[src/rtl/layer_pkg.sv]
// Shared definitions for the two-input layer blocks.
// Holds the default word width and the pair-collection FSM state type.
package layer_pkg;

    localparam int WORD_SIZE_DEF = 16;

    typedef enum logic [1:0] {
        eEMPTY = 2'd0,
        eHALF  = 2'd1,
        eFULL  = 2'd2
    } pair_state_e;

endpackage

[src/rtl/pair_deserializer.sv]
// Collects two consecutive upstream words and presents them as one parallel pair.
// Define PAIR_DESERIALIZER_SWAP_EN to present the second accepted word on data1_r_o.
module pair_deserializer
    import layer_pkg::*;
#(
    parameter int WORD_SIZE = WORD_SIZE_DEF
) (
    input  logic                        clk_i,
    input  logic                        reset_i,
    input  logic                        valid_i,
    output logic                        ready_o,
    input  logic signed [WORD_SIZE-1:0] data_r_i,
    output logic        [1:0]           valid_o,
    input  logic                        ready_i,
    output logic signed [WORD_SIZE-1:0] data1_r_o,
    output logic signed [WORD_SIZE-1:0] data2_r_o
);

    pair_state_e state_q, state_d;
    logic signed [WORD_SIZE-1:0] word1_q, word1_d;
    logic signed [WORD_SIZE-1:0] word2_q, word2_d;
    logic up_xfer;
    logic dn_xfer;

    assign ready_o = (state_q != eFULL) || ready_i;
    assign up_xfer = valid_i && ready_o;
    assign dn_xfer = (state_q == eFULL) && ready_i;

    always_comb begin
        state_d = state_q;
        word1_d = word1_q;
        word2_d = word2_q;
        valid_o = 2'b00;
        unique case (state_q)
            eEMPTY: begin
                if (up_xfer) begin
                    state_d = eHALF;
                    word1_d = data_r_i;
                end
            end
            eHALF: begin
                valid_o = 2'b01;
                if (up_xfer) begin
                    state_d = eFULL;
                    word2_d = data_r_i;
                end
            end
            eFULL: begin
                valid_o = 2'b11;
                // A pair leaving while a new word arrives restarts at word1 with no bubble
                if (dn_xfer && up_xfer) begin
                    state_d = eHALF;
                    word1_d = data_r_i;
                end else if (dn_xfer) begin
                    state_d = eEMPTY;
                end
            end
            default: begin
                state_d = eEMPTY;
            end
        endcase
    end

    always_ff @(posedge clk_i or posedge reset_i) begin
        if (reset_i) begin
            state_q <= eEMPTY;
            word1_q <= '0;
            word2_q <= '0;
        end else begin
            state_q <= state_d;
            word1_q <= word1_d;
            word2_q <= word2_d;
        end
    end

`ifdef PAIR_DESERIALIZER_SWAP_EN
    assign data1_r_o = word2_q;
    assign data2_r_o = word1_q;
`else
    assign data1_r_o = word1_q;
    assign data2_r_o = word2_q;
`endif

endmodule

[config.mk]
export PLATFORM = sky130hd
export DESIGN_NAME = pair_deserializer
export DESIGN_NICKNAME = d
export VERILOG_FILES = /design/src/rtl/layer_pkg.sv /design/src/rtl/pair_deserializer.sv
export SDC_FILE = /design/constraint.sdc
export NUM_CORES = 1
export LEC_CHECK = 0
export ABC_AREA = 1
export BUFFER_PORTS_ARGS = -buffer_cell sky130_fd_sc_hd__buf_2
export CAP_MARGIN = 10
export CORE_UTILIZATION = 30
export CTS_BUF_LIST = sky130_fd_sc_hd__clkbuf_8 sky130_fd_sc_hd__clkbuf_16
export CTS_CLUSTER_SIZE = 14
export DETAILED_ROUTE_END_ITERATION = 16
export GPL_ROUTABILITY_DRIVEN = 0
export SYNTH_ARGS = -nofsm -noshare
export SYNTH_HDL_FRONTEND = slang
export SYNTH_SLANG_ARGS = --single-unit
export TNS_END_PERCENT = 5
[constraint.sdc]
create_clock -name clk_i -period 1.88 [get_ports clk_i]
set_input_delay 0.376 -clock clk_i [delete_from_list [all_inputs] [get_ports clk_i]]
set_output_delay 0.376 -clock clk_i [all_outputs]
set_load 0.01 [all_outputs]
==> metrics, run 1 <==
Worst Setup Slack, final=approximately 0.18 ns; Synth area leaders=dfrtp_1 58%, nand2_1 22%, nand3_1 5.8%; minimum clock period=about 1.7 ns; Hold Violations, Final=0; area grow syn2layout=27.8%; slowest library cell on the worst path=dfrtp_1; RSZ-0062 raised after global routing=no; Pleak=between 0.001 and 0.0015 uW; Port-buffer cells=54; Fmax achieved=590 MHz; Final ANT Viol Nets=0; dpl hpwl=about 2400 um; Post-Syn Area per Cell=roughly 8.9 um^2; CTS Hold Buffers Added=0; clk_lat worst skew=roughly 0.28 ns; final setup fails=0; Internal Power=around 1800 uW; share of cells above drive strength 1=0.304; clock group share of total power=0.161; largest fanout on the critical path=4; Die ar.=5200 um^2; share of total power in sequential cells=0.416; Ports=between 50 and 60; Clock transition at path regs=~0.070 ns; Hold WC Path Type=in -> async; crit path DAT=between 1 and 1.5 ns; Initial DRC Count=73; row cnt=25; Core ar.=~4700 um^2; crit start category=register; vias in the first global route=roughly 1100; initial antenna violation count=0; grt ovf=0; WS Path Type=reg -> out; VDD IR max=about 610 uV; yosys warns=0; die height=between 70 and 80 um; largest net degree at the start of global routing=35; measured slew at the worst slew-check pin=0.430 ns; CTS tree=built; status=completed; Avg WL per Cell=roughly 12 um; Vias/cell=4.21; Crit path largest cell delay=roughly 0.41 ns; WP data required=approximately 1.5 ns; Setup crit end kind=output port; Net Sw Frac=0.403; Post-Syn Instances=between 150 and 200; design area=1880 um^2; starting density of the core=0.312; post-synth cell types=16; max_slew headroom=0.713; CP Cell Sequence=inv_1 -> ha_1 -> nand2_1 -> buf_2; Max Root-Sink Buffers=2; die width=~72 um; CTS H-tree depth=2; Post-route DRC=0; area after detailed placement=approximately 1800 um^2; Post-Syn Area=between 1000 and 1500 um^2; Pre-antenna DRT Iters=4; Slew Viols, Final=0; Root Driver=clkbuf_8; number of CTS-inserted buffers=5; Cell Pwr Density=1620 nW/um^2; Yosys reg bits=34; GRT Overall Usage=0.142; ANT cells=0; PostCTS Resize Cnt=0; fin nets=around 250; area share of the largest cell type after synthesis=0.577; sequential area share after synthesis=0.577; WL final=approximately 3400 um; Num Clock Sinks=34; Psw=between 1000 and 1500 uW; pre-CTS setup slack=~0.27 ns; post-CTS setup buffers=0; area leader, netlist=dfrtp_1; clock skew=0.00286 ns; post-synth net total=190; Comb pwr share=0.423; routed via count=1226; final worst path period share=0.902; MaxCap Viol Count=0; first-pass GRT wire length=around 5500 um; setup TNS=0 ns
[cells in the final DEF, fill, tap and decap left out]
master and count:
inv_1 9, nand2_2 1, buf_2 54, nand3_1 17, nand2_4 2, inv_2 1
a21oi_1 1, nand2_1 87, o21ai_0 1, dfrtp_1 34, nor2_1 2, buf_4 3
nor2_4 1, ha_1 5, a21boi_4 1, clkbuf_8 5
[routing by layer]
layer  wire length, um  up-vias  GRT usage
met4                72        0     0.0719
met1              1580      555      0.191
li1                  -      627          -
met2              1520       36      0.207
met3               182        8     0.0458
met5                 0        -          0
[logic make-up after synthesis]
kind of cell    share of synthesized area
compound gates                     0.0195
fa+ha+maj                          0.0424
buf+inv                            0.0492
flops                               0.577
simple gates                        0.312
[critical path, delay by kind of cell, from the launching register on]
family,cells,cell delay [ns]
flip-flops,1,0.41
buffers and inverters,2,0.26
adder cells (fa/ha/maj),1,0.24
AND/OR/NAND/NOR,1,0.12
[worst paths after layout]
path / start / to / slack (ns) / cells after the start
worst max-delay path: state_q[0] / ready_o / 0.18 / 4
worst min-delay path: reset_i / data1_r_o[13] / 0.18 / 3
worst max register to register: state_q[0] / data2_r_o[1] / 0.28 / 7
worst min register to register: data2_r_o[6] / data2_r_o[6] / 0.46 / 2
max in group asynchronous: reset_i / data2_r_o[2] / 1.40 / 3
min in group clk_i: data_r_i[14] / data2_r_o[14] / 0.31 / 3
[metrics by stage]
| step | hold slack (ns) | std cells | utilization | power [uW] |
|---|---|---|---|---|
| after floorplan | 0.493 | 165 | - | 2100 |
| after global placement | 0.448 | 284 | 0.383 | 2590 |
| after detailed placement | 0.454 | 284 | 0.383 | 2610 |
| after CTS | 0.190 | 291 | 0.399 | 3110 |
| after global routing | 0.212 | 291 | 0.399 | 3320 |
| final | 0.180 | 291 | 0.399 | 3050 |
[state kept, by name (all words and copies together) (netlist names)]
signal / cells
state_q: 2
data1_r_o: 16
data2_r_o: 16
[power groups by stage]
stage                     sequential (uW)  clock (uW)  combinational [uW]
after floorplan                      1420           0                 681
after global placement               1280           0                1300
after detailed placement             1280           0                1320
after CTS                            1280         510                1320
after global routing                 1310         533                1480
final                                1270         492                1290
[Yosys cell counts, drive strengths merged]
cell type	n
dfrtp	34
nor2	3
ha	5
a21oi	1
nand3	17
a21boi	1
buf	5
inv	8
o21ai	1
nand2	90
[cell type report]
cell class | instances | area, um^2
fillers | 510 | 2840
flip-flops and latches | 34 | 851
multi-input cells | 118 | 551
repair buffers | 57 | 293
well taps | 67 | 83.8
clock buffers | 5 | 68.8
inverters | 8 | 30.0
clock inverters | 2 | 7.51
Power figures use the tool's default switching activity.
==> run 2, diff against run 1 <==
--- a/config.mk
+++ b/config.mk
@@ -8,6 +8,7 @@
 export ABC_AREA = 1
 export BUFFER_PORTS_ARGS = -buffer_cell sky130_fd_sc_hd__buf_2
 export CAP_MARGIN = 10
+export CORE_ASPECT_RATIO = 1.2
 export CORE_UTILIZATION = 30
 export CTS_BUF_LIST = sky130_fd_sc_hd__clkbuf_8 sky130_fd_sc_hd__clkbuf_16
 export CTS_CLUSTER_SIZE = 14
==> run 2 against run 1 <==
Against the previous run:
- sequential share of layout area grew 0.21 points
- combinational power barely moved
- via count up 1.1%
- global-route usage fell by 0.41 points
- power rose by 0.42%
- setup slack improved by 0.0052 ns
- utilization increased by 0.34 points
- clock power about the same
- first-iteration DRC count is 45% higher
==> metrics, run 2 (same netlist as run 1, synthesis figures left out) <==
Pre-antenna DRT Iters=4 (unchanged); largest net degree at the start of global routing=35 (unchanged); Port-buffer cells=54 (unchanged); number of CTS-inserted buffers=5 (unchanged); Hold Violations, Final=0 (unchanged); Core ar.=4660 um^2 (was 4720 um^2); Die ar.=5200 um^2 (about the same); share of cells above drive strength 1=0.313 (was 0.304); Setup crit end kind=output port (unchanged); CTS Hold Buffers Added=0 (unchanged); post-CTS setup buffers=0 (unchanged); most frequent cells in the layout=87 x nand2_1, 54 x buf_2, 34 x dfrtp_1, 17 x nand3_1, 7 x inv_1 (was 87 x nand2_1, 54 x buf_2, 34 x dfrtp_1, 17 x nand3_1, 9 x inv_1); Clock transition at path regs=0.07 ns (about the same); initial antenna violation count=0 (unchanged); max_slew headroom=0.709 (was 0.713); Pleak=0.00111 uW (about the same); clk_lat worst skew=0.28 ns (about the same); final worst path period share=0.899 (was 0.902); crit path DAT=1.31 ns (was 1.32 ns); CP Cell Sequence=inv_1 -> ha_1 -> nand2_1 -> buf_2 (unchanged); most common cell after layout, fill and taps aside=nand2_1 (unchanged); dpl hpwl=2390 um (was 2350 um); Filler cells=500 (was 510); crit start category=register (unchanged); area grow syn2layout=27.2% (was 27.8%); largest fanout on the critical path=4 (unchanged); WL final=3330 um (was 3360 um); Ports=55 (unchanged); worst path bufs/invs=2 (unchanged); CP delay by family, top=flip-flops (unchanged); status=completed (unchanged); measured slew at the worst slew-check pin=0.437 ns (was 0.430 ns); Hold Slack=0.183 ns (was 0.180 ns); Cell Pwr Density=1640 nW/um^2 (was 1620 nW/um^2); vias in the first global route=1200 (was 1136); clock skew=0.00521 ns (was 0.00286 ns); WS Path Type=reg -> out (unchanged); grt ovf=0 (unchanged); Num Clock Sinks=34 (unchanged); ANT cells=0 (unchanged); VDD IR max=697 uV (was 613 uV); CTS H-tree depth=2 (unchanged); first-pass GRT wire length=5430 um (was 5510 um); Initial DRC Count=106 (was 73); PostCTS Resize Cnt=0 (unchanged); GRT Overall Usage=0.138 (was 0.142); Crit path largest cell delay=0.41 ns (about the same); RSZ-0062 raised after global routing=no (unchanged); design area=1880 um^2 (about the same); Vias/cell=4.40 (was 4.21); routed via count=1240 (was 1226); Root Driver=clkbuf_8 (unchanged); minimum clock period=1.69 ns (was 1.70 ns); MaxCap Viol Count=0 (unchanged); Final ANT Viol Nets=0 (unchanged); fin nets=249 (unchanged); Post-route DRC=0 (unchanged); CTS tree=built (unchanged); setup TNS=0 ns (unchanged); Fmax achieved=591 MHz (was 590 MHz); Slew Viols, Final=0 (unchanged); final setup fails=0 (unchanged); die height=78.8 um (was 72.1 um); slowest library cell on the worst path=dfrtp_1 (unchanged); Avg WL per Cell=11.8 um (was 11.5 um); row cnt=27 (was 25); starting density of the core=0.316 (was 0.312); Hold WC Path Type=in -> async (unchanged); WP data required=1.50 ns (about the same); die width=66.0 um (was 72.1 um); area after detailed placement=1800 um^2 (was 1810 um^2); Max Root-Sink Buffers=2 (unchanged)
-- run 2: cell types whose count changed in the layout (fill, tap and decap cells not counted), sizes merged --
cell	delta
inv	-2
clkinv	+2
-- run 2: final timing paths --
path / from / to / slack (ns) / depth (start not counted)
setup / recovery: state_q[0] / ready_o / 0.19 / 4
hold / removal: reset_i / data1_r_o[3] / 0.18 / 3
setup reg to reg: state_q[0] / data2_r_o[2] / 0.30 / 6
hold reg to reg: data2_r_o[1] / data2_r_o[1] / 0.47 / 2
max in group asynchronous: reset_i / state_q[1] / 1.39 / 3
min in group clk_i: data_r_i[10] / data2_r_o[10] / 0.31 / 3
-- run 2: power by group --
group | total (uW) | switching, uW | internal [uW]
Sequential | 1270 | 194 | 1080
Clock | 492 | 244 | 248
Combinational | 1300 | 799 | 506
-- run 2: layout make-up --
cell class                 instances  area, um^2  share of cell area
inverter                           8        30.0              0.0160
sequential                        34         851               0.454
clock inverter                     2        10.0             0.00534
multi-input combinational        118         551               0.294
clock buffer                       5        68.8              0.0367
timing repair buffer              57         293               0.156
tap                               58        72.6              0.0387
-- run 2: metal layers --
layer  track usage  up-vias  share of wire
met4        0.0638        0          0.013
met3        0.0402        5          0.061
li1              -      625              -
met5             0        -              0
met2         0.220       38           0.46
met1         0.170      572           0.46
-- run 2: stage by stage --
step	instances	power [uW]	setup slack [ns]	utilization
finish	282	3070	0.189	0.402
global route	282	3340	0.127	0.402
CTS	282	3130	0.177	0.402
detailed placement	275	2620	0.298	0.385
global placement	275	2590	0.326	0.385
floorplan	165	2100	0.436	-
-- run 2: tightest hold or removal path, cell delays in order --
cell and delay [ns]:
buf_2 0.09, inv_1 0.04, buf_4 0.38
==> run 3, diff against run 2 <==
--- a/config.mk
+++ b/config.mk
@@ -9,6 +9,7 @@
 export BUFFER_PORTS_ARGS = -buffer_cell sky130_fd_sc_hd__buf_2
 export CAP_MARGIN = 10
 export CORE_ASPECT_RATIO = 1.2
+export CORE_MARGIN = 3
 export CORE_UTILIZATION = 30
 export CTS_BUF_LIST = sky130_fd_sc_hd__clkbuf_8 sky130_fd_sc_hd__clkbuf_16
 export CTS_CLUSTER_SIZE = 14
==> run 3 against run 2 <==
Against the previous run:
- sequential power about the same
- sequential share of layout area increased by 0.24 points
- setup slack improved by 0.011 ns
- design area decreased by 0.53%
- via count decreased by 0.56%
- die area increased by 11%
==> metrics, run 3 (same netlist as run 1, synthesis figures left out) <==
Cell Pwr Density=1630 nW/um^2 (was 1640 nW/um^2); Hold WC Path Type=in -> async (unchanged); Crit path largest cell delay=0.41 ns (about the same); status=completed (unchanged); CTS H-tree depth=2 (unchanged); CTS Hold Buffers Added=0 (unchanged); Multi-input gate area=551 um^2 (unchanged); starting density of the core=0.316 (unchanged); Vias/cell=4.39 (was 4.40); die width=70.0 um (was 66.0 um); Filler cells=513 (was 500); dpl hpwl=2540 um (was 2390 um); crit start category=register (unchanged); Num Clock Sinks=34 (unchanged); WP data required=1.50 ns (about the same); Fmax achieved=595 MHz (was 591 MHz); measured slew at the worst slew-check pin=0.427 ns (was 0.437 ns); Ports=55 (unchanged); Clock transition at path regs=0.07 ns (about the same); share of cells above drive strength 1=0.300 (was 0.313); Pre-antenna DRT Iters=4 (unchanged); Slew Viols, Final=0 (unchanged); final worst path period share=0.893 (was 0.899); Total Power=3050 uW (was 3070 uW); most frequent cells in the layout=87 x nand2_1, 54 x buf_2, 34 x dfrtp_1, 17 x nand3_1, 9 x inv_1 (was 87 x nand2_1, 54 x buf_2, 34 x dfrtp_1, 17 x nand3_1, 7 x inv_1); Root Driver=clkbuf_8 (unchanged); Pleak=0.00110 uW (was 0.00111 uW); final setup fails=0 (unchanged); minimum clock period=1.68 ns (was 1.69 ns); CP delay by family, top=flip-flops (unchanged); RSZ-0062 raised after global routing=no (unchanged); GR peak layer=met2 (unchanged); fin nets=248 (was 249); setup TNS=0 ns (unchanged); GRT met1 Usage=0.150 (was 0.170); WL final=3470 um (was 3330 um); largest net degree at the start of global routing=35 (unchanged); WS Path Type=reg -> out (unchanged); Die ar.=5790 um^2 (was 5200 um^2); Max Root-Sink Buffers=2 (unchanged); Final ANT Viol Nets=0 (unchanged); first-pass GRT wire length=5730 um (was 5430 um); ANT cells=0 (unchanged); clk_lat worst skew=0.28 ns (about the same); most common cell after layout, fill and taps aside=nand2_1 (unchanged); sequential standard cell area=851 um^2 (unchanged); max_slew headroom=0.715 (was 0.709); CTS tree=built (unchanged); met3 global-route usage=0.0518 (was 0.0402); slowest library cell on the worst path=dfrtp_1 (unchanged); CP Cell Sequence=inv_1 -> ha_1 -> nand2_1 -> buf_2 (unchanged); Port-buffer cells=54 (unchanged); largest fanout on the critical path=4 (unchanged); GRT Overall Usage=0.128 (was 0.138); Setup crit end kind=output port (unchanged); grt ovf=0 (unchanged); number of CTS-inserted buffers=5 (unchanged); worst path bufs/invs=2 (unchanged); PostCTS Resize Cnt=0 (unchanged); row cnt=27 (unchanged); clock skew=0.00291 ns (was 0.00521 ns); r2r setup slk=0.29 ns (was 0.30 ns); die height=82.8 um (was 78.8 um); routed via count=1233 (was 1240); GRT met2 Usage=0.216 (was 0.220); MaxCap Viol Count=0 (unchanged); initial antenna violation count=0 (unchanged); vias in the first global route=1230 (was 1200); Initial DRC Count=82 (was 106); Core ar.=4660 um^2 (unchanged); area grow syn2layout=26.6% (was 27.2%); Avg WL per Cell=12.3 um (was 11.8 um); Hold Violations, Final=0 (unchanged); Post-route DRC=0 (unchanged); crit path DAT=1.30 ns (was 1.31 ns); VDD IR max=542 uV (was 697 uV); post-CTS setup buffers=0 (unchanged)
-- run 3: path summary, 6_finish.rpt --
path,start,to,cells after the start
worst max-delay path,state_q[0],ready_o,4
worst min-delay path,reset_i,data2_r_o[0],3
worst max register to register,state_q[0],data1_r_o[6],7
worst min register to register,data2_r_o[4],data2_r_o[4],2
max in group asynchronous,reset_i,data2_r_o[14],3
min in group clk_i,data_r_i[10],data2_r_o[10],3
-- run 3: layout make-up --
class                   count  share of cell area
inverters                   8              0.0161
clock inverters             2             0.00402
well taps                  58              0.0389
multi-input cells         118               0.295
clock buffers               5              0.0369
repair buffers             56               0.153
flip-flops and latches     34               0.456
-- run 3: where the power goes --
group          internal, uW  switching (uW)  total, uW
clock network           244             246        489
registers              1080             196       1270
logic                   489             795       1280
total                  1810            1240       3050
-- run 3: routing by layer --
layer / wire [um] / part of all wire
met1: 1550 / 0.45
met5: 0 / 0
met4: 53 / 0.015
met2: 1600 / 0.46
met3: 266 / 0.077
-- run 3: tightest hold or removal path, cell delays in order --
cell   delay (ns)
buf_2        0.10
inv_1        0.04
buf_4        0.38
-- run 3: stage by stage --
stage / utilization / hold WS, ns / area (um^2) / worst slack, ns / instances
2_1_floorplan: - / 0.493 / 1470 / 0.436 / 165
3_3_place_gp: 0.384 / 0.449 / 1790 / 0.326 / 274
3_5_place_dp: 0.384 / 0.455 / 1790 / 0.297 / 274
4_1_cts: 0.400 / 0.192 / 1870 / 0.182 / 281
5_1_grt: 0.400 / 0.213 / 1870 / 0.133 / 281
6_report: 0.400 / 0.181 / 1870 / 0.201 / 281
